`config.mk`:
```
export PLATFORM = sky130hd
export DESIGN_NAME = avlst_64to32_unpack
export DESIGN_NICKNAME = d
export VERILOG_FILES = /design/src/rtl/avlst_64to32_unpack.sv
export SDC_FILE = /design/constraint.sdc
export NUM_CORES = 1
export LEC_CHECK = 0
export CAP_MARGIN = 20
export CORE_MARGIN = 2
export CORE_UTILIZATION = 40
export CTS_BUF_LIST = sky130_fd_sc_hd__clkbuf_4 sky130_fd_sc_hd__clkbuf_8
export DETAILED_ROUTE_END_ITERATION = 7
export DONT_BUFFER_PORTS = 1
export PLACE_DENSITY = 0.53
export SYNTH_ARGS = -nofsm -noshare
export SYNTH_HDL_FRONTEND = slang
export SYNTH_SLANG_ARGS = --single-unit
```
`constraint.sdc`:
```
create_clock -name clk_wr -period 16.85 [get_ports clk_wr]
set_input_delay 3.37 -clock clk_wr [delete_from_list [all_inputs] [get_ports clk_wr]]
set_output_delay 3.37 -clock clk_wr [all_outputs]
set_load 0.01 [all_outputs]
```
`src/rtl/avlst_64to32_unpack.sv`:
```
// Avalon-ST 64->32 unpacker: a small word FIFO feeds a registered output stage
// that emits one or two 32-bit beats per word, remapping empty and tracking packet index.
module avlst_64to32_unpack #(
  parameter int DATA_WIDTH_WR   = 64,
  parameter int DATA_WIDTH_RD   = 32,
  parameter int FIFO_DEPTH      = 4,
  parameter bit DATA_BIG_ENDIAN = 1'b1,
  parameter int INDEX_WIDTH     = 12
) (
  input  logic                     clk_wr,
  input  logic                     rst_n,
  input  logic                     din_restart,
  input  logic                     din_valid,
  input  logic                     din_sop,
  input  logic                     din_eop,
  input  logic [DATA_WIDTH_WR-1:0] din_data,
  input  logic [2:0]               din_empty,
  output logic                     din_ready,
  input  logic                     dout_ready,
  output logic                     dout_valid,
  output logic                     dout_sop,
  output logic                     dout_eop,
  output logic [DATA_WIDTH_RD-1:0] dout_data,
  output logic [1:0]               dout_empty,
  output logic [INDEX_WIDTH-1:0]   dout_index,
  output logic [31:0]              overflow_cnt,
  output logic [31:0]              proto_err_cnt
);

  localparam int AW = $clog2(FIFO_DEPTH);
  localparam int FW = DATA_WIDTH_WR + 3 + 2;

  typedef enum logic [1:0] {IDLE = 2'd0, HI = 2'd1, LO = 2'd2} state_t;

  state_t                   state_reg;
  logic [FW-1:0]            mem [FIFO_DEPTH];
  logic [AW:0]              wr_ptr_reg, rd_ptr_reg, wr_ptr_next, rd_ptr_next;
  logic                     fifo_empty, full_next;
  logic                     push, xfer, load;
  logic                     in_pkt_reg;
  logic [DATA_WIDTH_RD-1:0] lo_data_reg;
  logic                     lo_eop_reg;
  logic [1:0]               lo_empty_reg;
  logic [INDEX_WIDTH-1:0]   next_index_reg, idx_inc;

  logic                     h_sop, h_eop, h_single;
  logic [2:0]               h_empty;
  logic [DATA_WIDTH_WR-1:0] h_data;
  logic [DATA_WIDTH_RD-1:0] h_first, h_second;

  assign push       = din_valid & din_ready & ~din_restart;
  assign xfer       = dout_valid & dout_ready;
  assign fifo_empty = (wr_ptr_reg == rd_ptr_reg);
  // The output stage owns its word, so the head is popped as soon as it is loaded.
  assign load       = ~fifo_empty & ~din_restart &
                      ((state_reg == IDLE) | (xfer & ((state_reg == LO) | dout_eop)));
  assign idx_inc    = (&dout_index) ? dout_index : dout_index + INDEX_WIDTH'(1);

  always_comb begin
    wr_ptr_next = wr_ptr_reg + (AW+1)'(push);
    rd_ptr_next = rd_ptr_reg + (AW+1)'(load);
    if (din_restart) begin
      wr_ptr_next = '0;
      rd_ptr_next = '0;
    end
  end

  assign full_next = (wr_ptr_next[AW] != rd_ptr_next[AW]) &&
                     (wr_ptr_next[AW-1:0] == rd_ptr_next[AW-1:0]);

  always_ff @(posedge clk_wr) begin
    if (push)
      mem[wr_ptr_reg[AW-1:0]] <= {din_sop, din_eop, din_empty, din_data};
  end

  assign {h_sop, h_eop, h_empty, h_data} = mem[rd_ptr_reg[AW-1:0]];
  assign h_single = h_eop & h_empty[2];

  generate
    if (DATA_BIG_ENDIAN) begin : g_be
      assign h_first  = h_data[DATA_WIDTH_WR-1 -: DATA_WIDTH_RD];
      assign h_second = h_data[DATA_WIDTH_RD-1:0];
    end else begin : g_le
      assign h_first  = h_data[DATA_WIDTH_RD-1:0];
      assign h_second = h_data[DATA_WIDTH_WR-1 -: DATA_WIDTH_RD];
    end
  endgenerate

  always_ff @(posedge clk_wr or negedge rst_n) begin
    if (!rst_n) begin
      wr_ptr_reg    <= '0;
      rd_ptr_reg    <= '0;
      din_ready     <= 1'b0;
      in_pkt_reg    <= 1'b0;
      overflow_cnt  <= '0;
      proto_err_cnt <= '0;
    end else begin
      wr_ptr_reg <= wr_ptr_next;
      rd_ptr_reg <= rd_ptr_next;
      din_ready  <= ~full_next;
      if (din_valid & ~din_ready)
        overflow_cnt <= overflow_cnt + 32'd1;
      if (push && (din_sop == in_pkt_reg))
        proto_err_cnt <= proto_err_cnt + 32'd1;
      if (din_restart)
        in_pkt_reg <= 1'b0;
      else if (push)
        in_pkt_reg <= din_sop ? ~din_eop : (in_pkt_reg & ~din_eop);
    end
  end

  always_ff @(posedge clk_wr or negedge rst_n) begin
    if (!rst_n) begin
      state_reg      <= IDLE;
      dout_valid     <= 1'b0;
      dout_sop       <= 1'b0;
      dout_eop       <= 1'b0;
      dout_data      <= '0;
      dout_empty     <= '0;
      dout_index     <= '0;
      lo_data_reg    <= '0;
      lo_eop_reg     <= 1'b0;
      lo_empty_reg   <= '0;
      next_index_reg <= '0;
    end else if (din_restart) begin
      state_reg      <= IDLE;
      dout_valid     <= 1'b0;
      dout_sop       <= 1'b0;
      dout_eop       <= 1'b0;
      next_index_reg <= '0;
    end else begin
      if (xfer)
        next_index_reg <= idx_inc;
      if (load) begin
        state_reg    <= HI;
        dout_valid   <= 1'b1;
        dout_sop     <= h_sop;
        dout_eop     <= h_single;
        dout_empty   <= h_single ? h_empty[1:0] : 2'd0;
        dout_data    <= h_first;
        lo_data_reg  <= h_second;
        lo_eop_reg   <= h_eop;
        lo_empty_reg <= h_empty[1:0];
        if (h_sop)
          dout_index <= '0;
        else
          dout_index <= xfer ? idx_inc : next_index_reg;
      end else if (xfer) begin
        if (state_reg == HI && !dout_eop) begin
          state_reg  <= LO;
          dout_sop   <= 1'b0;
          dout_eop   <= lo_eop_reg;
          dout_empty <= lo_eop_reg ? lo_empty_reg : 2'd0;
          dout_data  <= lo_data_reg;
          dout_index <= idx_inc;
        end else begin
          state_reg  <= IDLE;
          dout_valid <= 1'b0;
        end
      end
    end
  end

endmodule
```
; Yosys cells after proc, flatten, opt, wreduce, memory -nomap -nowiden
; Memories as Yosys holds them, arrays and structs flattened.
; Index checks and enable logic that the tools add are counted.
[word_totals]
regBits = 170
latch_bits = 0
ram_bits = 276
mem_bits_ro = 0
in_bits = 74
memories = 1
[op_classes]
n_addsub = 5
mul = 0
div_mod_pow = 0
magnitude_cmp = 0
n_eq_ne = 7
n_shift = 0
n_mux = 38
bitwise = 16
n_reduce_logical = 15
[mem_list]
columns = memory, depth, width, rd, rd_clocked_by_memory_dff, wr, line_no
row1 = mem, 4, 69, 1, 0, 1, 36  ; logic [FW-1:0] mem [FIFO_DEPTH];
[op_table]
columns = op, count
row1 = $mux 32, 3
row2 = $mux 12, 7
row3 = $add 32x1->32 const B, 2
row4 = $mux 2, 9
row5 = $mux 1, 17
row6 = $add 12x1->12 const B, 1
row7 = $reduce_and 12->1, 1
row8 = $and 1x1->1, 9
row9 = $add 3x1->3, 2
row10 = $mux 3, 2
row11 = $reduce_and 2->1, 3
row12 = $reduce_bool 2->1, 3
row13 = $reduce_bool 3->1, 2
row14 = $not 1->1, 5
row15 = $eq 3x3->1, 1
row16 = $logic_and 1x1->1, 3
row17 = $ne 3x3->1 const B, 1
row18 = $reduce_and 3->1, 1
row19 = $eq 2x1->1 const B, 1
row20 = $eq 2x2->1, 1
row21 = $eq 2x2->1 const B, 1
row22 = $logic_not 2->1, 1
row23 = $or 1x1->1, 2
row24 = $eq 1x1->1, 1
row25 = 2 further kinds, 2

; Longest topological paths before layout
; Gate-level depths: netlist of run 1.
[logic_depth]
word_depth = 10
depth_mapped = 9

; Worst setup path before layout of run 1
; No wires, ideal clock.
[synth_path]
path_type = input to register
start = input port din_valid
end = memory mem[2][0] in the netlist's numbering (enable)
t_arrival_ns = 8.818
required_ns = 16.255
setup_slack_ns = 7.437
cell_stages = 3
n_path_buf = 0
cell_sequence = nand2_1 or2_1 nor3b_1
[synth_between]
elab_chain_cells = 4
[synth_lines]
columns = item, line_no
row1 = "start, declared", 13  ; input logic din_valid,
row2 = $and 1x1->1 (2 in series), 51  ; assign push = din_valid & din_ready & ~din_restart;
row3 = $mux 1, 72  ; if (push)
row4 = $mux 1 (not written as such), 73  ; mem[wr_ptr_reg[AW-1:0]] <= {din_sop, din_eop, din_empty, din_data};
row5 = "end, declared", 36
; Every way passes these cells.

; Worst setup path in the final report of run 1
[layout_path]
start = input port din_valid
end = memory mem[1][53] in the netlist's numbering (enable)
; The elaborated chain is that of the path after synthesis.

==> results of run 1 <==
cell type report:
type / instances / area (µm²)
fillers: 3974 / 23950
flip-flops and latches: 446 / 12550
multi-input cells: 666 / 4937
clock buffers: 127 / 1516
well taps: 592 / 740.7
clock inverters: 16 / 113.9
repair buffers: 11 / 102.6
inverters: 6 / 22.52
power groups by stage:
stage	sequential, mW	combinational, mW	clock, mW
after floorplan	1.38	0.233	0
after detailed placement	1.44	0.265	0
after CTS	1.42	0.266	1.05
after global placement	1.43	0.259	0
after global routing	1.43	0.302	1.10
final	1.41	0.263	1.01
worst max-delay path: cells and delay by family:
kind | cells | cell delay, ps
buf+inv | 2 | 840
simple gates | 4 | 1220
worst min path at each step:
stage                    start              end  slack (ps)  cells past startpoint
2_1_floorplan   lo_data_reg[0]   lo_data_reg[0]         450                      2
6_report        lo_data_reg[4]   lo_data_reg[4]         480                      2
5_1_grt         lo_data_reg[5]   lo_data_reg[5]         500                      2
3_3_place_gp   lo_data_reg[10]  lo_data_reg[10]         460                      2
4_1_cts        lo_data_reg[10]  lo_data_reg[10]         480                      2
3_5_place_dp   lo_data_reg[10]  lo_data_reg[10]         460                      2
cell families (layout without fill, tap and decap cells):
group	count (synthesis)	after routing	share of synthesized area [%]
simple gates	414	414	10.65
mux	75	75	9.127
buf+inv	58	160	1.476
flops	446	446	70.81
compound gates	91	91	3.476
fa+ha+maj	6	6	0.4238
xor+xnor	80	80	4.034
stage by stage:
stage / instances / setup WS [ps] / area, µm²
finish: 1864 / 11630 / 19980
global route: 1864 / 11470 / 19980
CTS: 1863 / 11600 / 19960
detailed placement: 1720 / 10930 / 18330
global placement: 1720 / 10940 / 18330
floorplan: 1170 / 7437 / 17710
cell usage after synthesis, types with 5 or more instances:
library cell / number
and3_1: 17
mux4_2: 69
buf_1: 5
edfxtp_1: 276
nor3_1: 12
dfrtp_1: 170
a31oi_1: 38
and2_1: 8
xor2_1: 33
o22ai_1: 9
buf_2: 26
nor2_1: 81
xnor2_1: 46
and4_1: 8
ha_1: 6
nand3_1: 24
clkbuf_1: 18
nor2b_1: 6
a21oi_1: 12
nand4_1: 23
nand2_1: 215
cell usage in the layout, fill, tap and decap left out, types with 33 or more instances in the layout:
cell	instances
clkbuf_8	90
nor2_1	80
clkbuf_4	37
xnor2_1	46
dfrtp_1	168
xor2_1	33
nand2_1	215
mux4_2	69
edfxtp_1	276
a31oi_1	38
per-layer routing:
metal | vias up | share of wire (%) | wire length (µm) | track usage (%)
met2 | 273 | 48 | 18670 | 28.19
met4 | 0 | 1.6 | 625 | 5.741
met3 | 39 | 9.4 | 3693 | 7.475
met5 | - | 0 | 0 | 0
met1 | 4947 | 42 | 16310 | 21.61
li1 | 4428 | - | - | -
==> impl_metrics.json, run 1 <==
{
  "p_sw_share_pct": 26.13,
  "synth_cells": 1170,
  "ys_seq_area_share_pct": 70.81,
  "overflow": 0,
  "synth-edff-count": 276,
  "crit_start": "din_valid",
  "fin_util_pct": 45.49,
  "yosys-top-cells-area": "edfxtp_1 (47%), dfrtp_1 (24%), mux4_2 (8.8%)",
  "period_needed_ps": 5219,
  "totalPowerFinal_mw": 2.690,
  "total_leakage_power_nw": 7.481,
  "hold_violations": 0,
  "power.switching_uw": 702.8,
  "largest_reg_flops": 276,
  "cts-htree-levels": 3,
  "synth_top_cell_area_share_pct": 46.79,
  "io_pins": 188,
  "clockBufferDepth": 3,
  "timing.rr.start": "din_ready",
  "port_buffers": 0,
  "synth_top_area_cell": "edfxtp_1",
  "fmax_mhz": 191.6,
  "worstMarginPinSlew_ps": 918.2,
  "initial_core_util_pct": 40.32,
  "post_cts_buffers": 0,
  "irDropWorstVdd_v": 0.00005362,
  "clock_sinks": 446,
  "grt_usage_pct": 17.61,
  "pwr-share-seq_pct": 52.5,
  "ys_warn_count": 0,
  "cp-start-kind": "primary input",
  "cts-root-buf": "clkbuf_8",
  "relSlewSlack_pct": 38.64,
  "cts_tree": "built",
  "reg2reg_slack_ps": 13770,
  "path_cells": "nand2_1 -> or2_1 -> inv_2 -> nand2_1 -> nor2_4 -> buf_4",
  "core_area_um2": 43930,
  "area_delta_synth_final_pct": 12.82,
  "hold_path_class": "flop to flop",
  "route.detailed.wl_per_inst_um": 21.08,
  "tns_ps": 0,
  "dr.pass1.iters": 5,
  "ys_types": 62,
  "vias": 9687,
  "hold_ws_ps": 476.3,
  "r2r_end": "mem[1][53]",
  "antenna_found_initial": 0,
  "post_cts_resized": 0,
  "synth_seq_cells": 446,
  "crit_arrival_ps": 5460,
  "power_frac_clock_pct": 37.7,
  "post-dp-hpwl_um": 23050,
  "grt_max_degree": 171,
  "syn_avg_cell_area_um2": 15.14,
  "ys.flop_type": "edfxtp_1",
  "ctsHoldBuffers": 0,
  "internal-power_mw": 1.987,
  "routed_wl_um": 39300,
  "rsz0062_at_grt": "no",
  "die_h_um": 214.4,
  "outcome": "finished clean",
  "endpoint": "mem[1][53]",
  "vias_per_cell": 5.197,
  "drive_above_1_share_pct": 18.87,
  "final_max_slew_viol_count": 0,
  "max_stage_delay_ps": 710,
  "worstPathMaxFanout": 44,
  "path_class": "primary input to flop",
  "insertion_delay_ps": 630,
  "place_congestion": 0.7340,
  "fin_crit_sh_pct": 30.97,
  "r2r_cells": 6,
  "drtIter0Drc": 690,
  "fin_nets": 1288,
  "dieArea_um2": 45980,
  "max-cap-violations": 0,
  "cp.required_ps": 17090,
  "drtAntennaViolNets": 0,
  "pwr-share-comb_pct": 9.8,
  "cts-buffers-inserted": 77,
  "drc": 0,
  "row_count": 77,
  "crit_path_frequent_cell": "nand2_1",
  "die_w_um": 214.4,
  "setup.worst_path.end_class": "flop",
  "path_clk_slew_ps": 60,
  "setup_viol": 0,
  "crit_slowest_cell": "nor2_4",
  "synth_area_um2": 17710,
  "syn_nets": 1250,
  "async_flop_share_pct": 38.12,
  "grt_pass1_wl_um": 62360,
  "fin_skew_ps": 18.75,
  "diodes": 0,
  "grt_pass1_vias": 10360,
  "p_per_area_nw_per_um2": 134.6
}
(Power assumes the default switching activity.)
==> run 2: changes to the inputs <==
--- a/config.mk
+++ b/config.mk
@@ -11,7 +11,7 @@
 export CTS_BUF_LIST = sky130_fd_sc_hd__clkbuf_4 sky130_fd_sc_hd__clkbuf_8
 export DETAILED_ROUTE_END_ITERATION = 7
 export DONT_BUFFER_PORTS = 1
-export PLACE_DENSITY = 0.53
+export PLACE_DENSITY = 0.55
 export SYNTH_ARGS = -nofsm -noshare
 export SYNTH_HDL_FRONTEND = slang
 export SYNTH_SLANG_ARGS = --single-unit
==> constraint.sdc (replaced) <==
create_clock -name clk_wr -period 4.6 [get_ports clk_wr]
set_input_delay 0.92 -clock clk_wr [delete_from_list [all_inputs] [get_ports clk_wr]]
set_output_delay 0.92 -clock clk_wr [all_outputs]
set_load 0.01 [all_outputs]
==> impl_metrics.json, run 2 (synthesis results as in run 1) <==
{
  "use_met1_pct": 21.85,
  "outcome": "finished, violations left",
  "largest_reg_flops": 276,
  "max_stage_delay_ps": 760,
  "setup_viol": 0,
  "hold_path_class": "primary input to asynchronous set/reset pin",
  "post-dp-hpwl_um": 22610,
  "grt_usage_pct": 17.38,
  "gr-usage-met3_pct": 7.035,
  "grt_max_degree": 171,
  "violations": "hold timing",
  "port_buffers": 0,
  "dieArea_um2": 45980,
  "finish.instance_area_um2": 19880,
  "path_cells": "buf_4 -> buf_4 -> mux4_2 -> nor2_1 -> a31oi_1",
  "initial_core_util_pct": 40.32,
  "antenna_found_initial": 0,
  "crit_arrival_ps": 3190,
  "diodes": 0,
  "fmax_mhz": 366.5,
  "io_pins": 188,
  "n_fill_cell": 3961,
  "cts-root-buf": "clkbuf_8",
  "worstMarginPinSlew_ps": 1119,
  "overflow": 0,
  "cts_tree": "built",
  "fin_ws_ps": 1872,
  "drtIter0Drc": 653,
  "p_per_area_nw_per_um2": 483.5,
  "core_area_um2": 43930,
  "period_needed_ps": 2728,
  "relSlewSlack_pct": 25.37,
  "path_class": "flop to flop",
  "row_count": 77,
  "fin_crit_sh_pct": 59.31,
  "worstPathMaxFanout": 38,
  "area_delta_synth_final_pct": 12.24,
  "top_usage_layer": "met2",
  "final_max_slew_viol_count": 0,
  "max-cap-violations": 0,
  "cts-htree-levels": 3,
  "routed_wl_um": 38840,
  "grt_pass1_vias": 10100,
  "crit_path_frequent_cell": "buf_4",
  "layout_commonest_cell": "edfxtp_1",
  "clockBufferDepth": 3,
  "clock_sinks": 446,
  "total_leakage_power_nw": 7.413,
  "crit_slowest_cell": "buf_4",
  "insertion_delay_ps": 650,
  "tns_ps": 0,
  "vias": 9708,
  "route.detailed.wl_per_inst_um": 20.91,
  "groute.layer.met2.usage_pct": 27.22,
  "drc": 0,
  "drtAntennaViolNets": 0,
  "dr.pass1.iters": 5,
  "hold_ws_ps": -18.99,
  "fin_nets": 1288,
  "irDropWorstVdd_v": 0.0002238,
  "die_w_um": 214.4,
  "drive_above_1_share_pct": 17.85,
  "setup.worst_path.end_class": "flop",
  "postPlaceCellArea_um2": 18400,
  "rsz0062_at_grt": "no",
  "fin_skew_ps": 21.89,
  "hold_violations": 24,
  "layout_common_cells": "edfxtp_1 (276), nand2_1 (215), dfrtp_1 (168), clkbuf_8 (82), nor2_1 (80)",
  "vias_per_cell": 5.225,
  "cp-start-kind": "flop",
  "die_h_um": 214.4,
  "grt_pass1_wl_um": 61430,
  "fin_util_pct": 45.25,
  "path_clk_slew_ps": 60,
  "dp_slack_ps": 1591,
  "cp.required_ps": 5070,
  "place_congestion": 0.7582,
  "cts-buffers-inserted": 75,
  "post_cts_buffers": 0
}
[run 2: routing by layer]
layer	share of wire, %	vias up	wire, µm
li1	-	4424	-
met1	42	4947	16410
met2	47	281	18160
met3	9.1	56	3523
met4	1.9	0	744
met5	0	-	0
[run 2: cell type report]
type                       count  area [µm²]  area share (%)
sequential                   446       12550           63.13
multi-input combinational    666        4950           24.90
clock buffer                 108        1324           6.659
tap                          592       740.7           3.726
clock inverter                27       158.9          0.7993
timing repair buffer          13       135.1          0.6797
inverter                       6       22.52          0.1133
[run 2: timing repair]
| item | CTS | global route |
|---|---|---|
| gates resized for setup | 0 | 0 |
| hold endpoints to repair | 170 | 170 |
| setup endpoints to repair | 0 | 0 |
[run 2: per-stage QoR]
stage | instances | power, mW
finish | 1858 | 9.612
detailed placement | 1723 | 6.253
global route | 1858 | 10.11
global placement | 1723 | 6.229
floorplan | 1170 | 5.889
CTS | 1858 | 9.772
[run 2: path summary, 6_finish.rpt]
check / from / to / slack, ps / cells after the start
setup / recovery: rd_ptr_reg[0] / dout_data[12] / 1870 / 5
hold / removal: rst_n / proto_err_cnt[31] / -20 / 0
setup reg to reg: rd_ptr_reg[0] / dout_data[12] / 1870 / 5
hold reg to reg: lo_data_reg[18] / lo_data_reg[18] / 470 / 2
max in group asynchronous: rst_n / dout_data[23] / 4310 / 0
min in group clk_wr: din_restart / wr_ptr_reg[2] / 350 / 1
[run 2: power by group]
part	total (mW)	internal (mW)	switching, mW
Clock	3.46	1.91	1.55
Sequential	5.12	4.67	0.445
Combinational	1.03	0.471	0.559
[run 2: critical path: cells and delay by family, from the launching register on]
| family | cells | cell delay (ps) |
|---|---|---|
| buffers and inverters | 2 | 1350 |
| and+or+nand+nor | 1 | 120 |
| muxes | 1 | 590 |
| DFF | 1 | 400 |
| AOI/OAI and AO/OA | 1 | 70 |
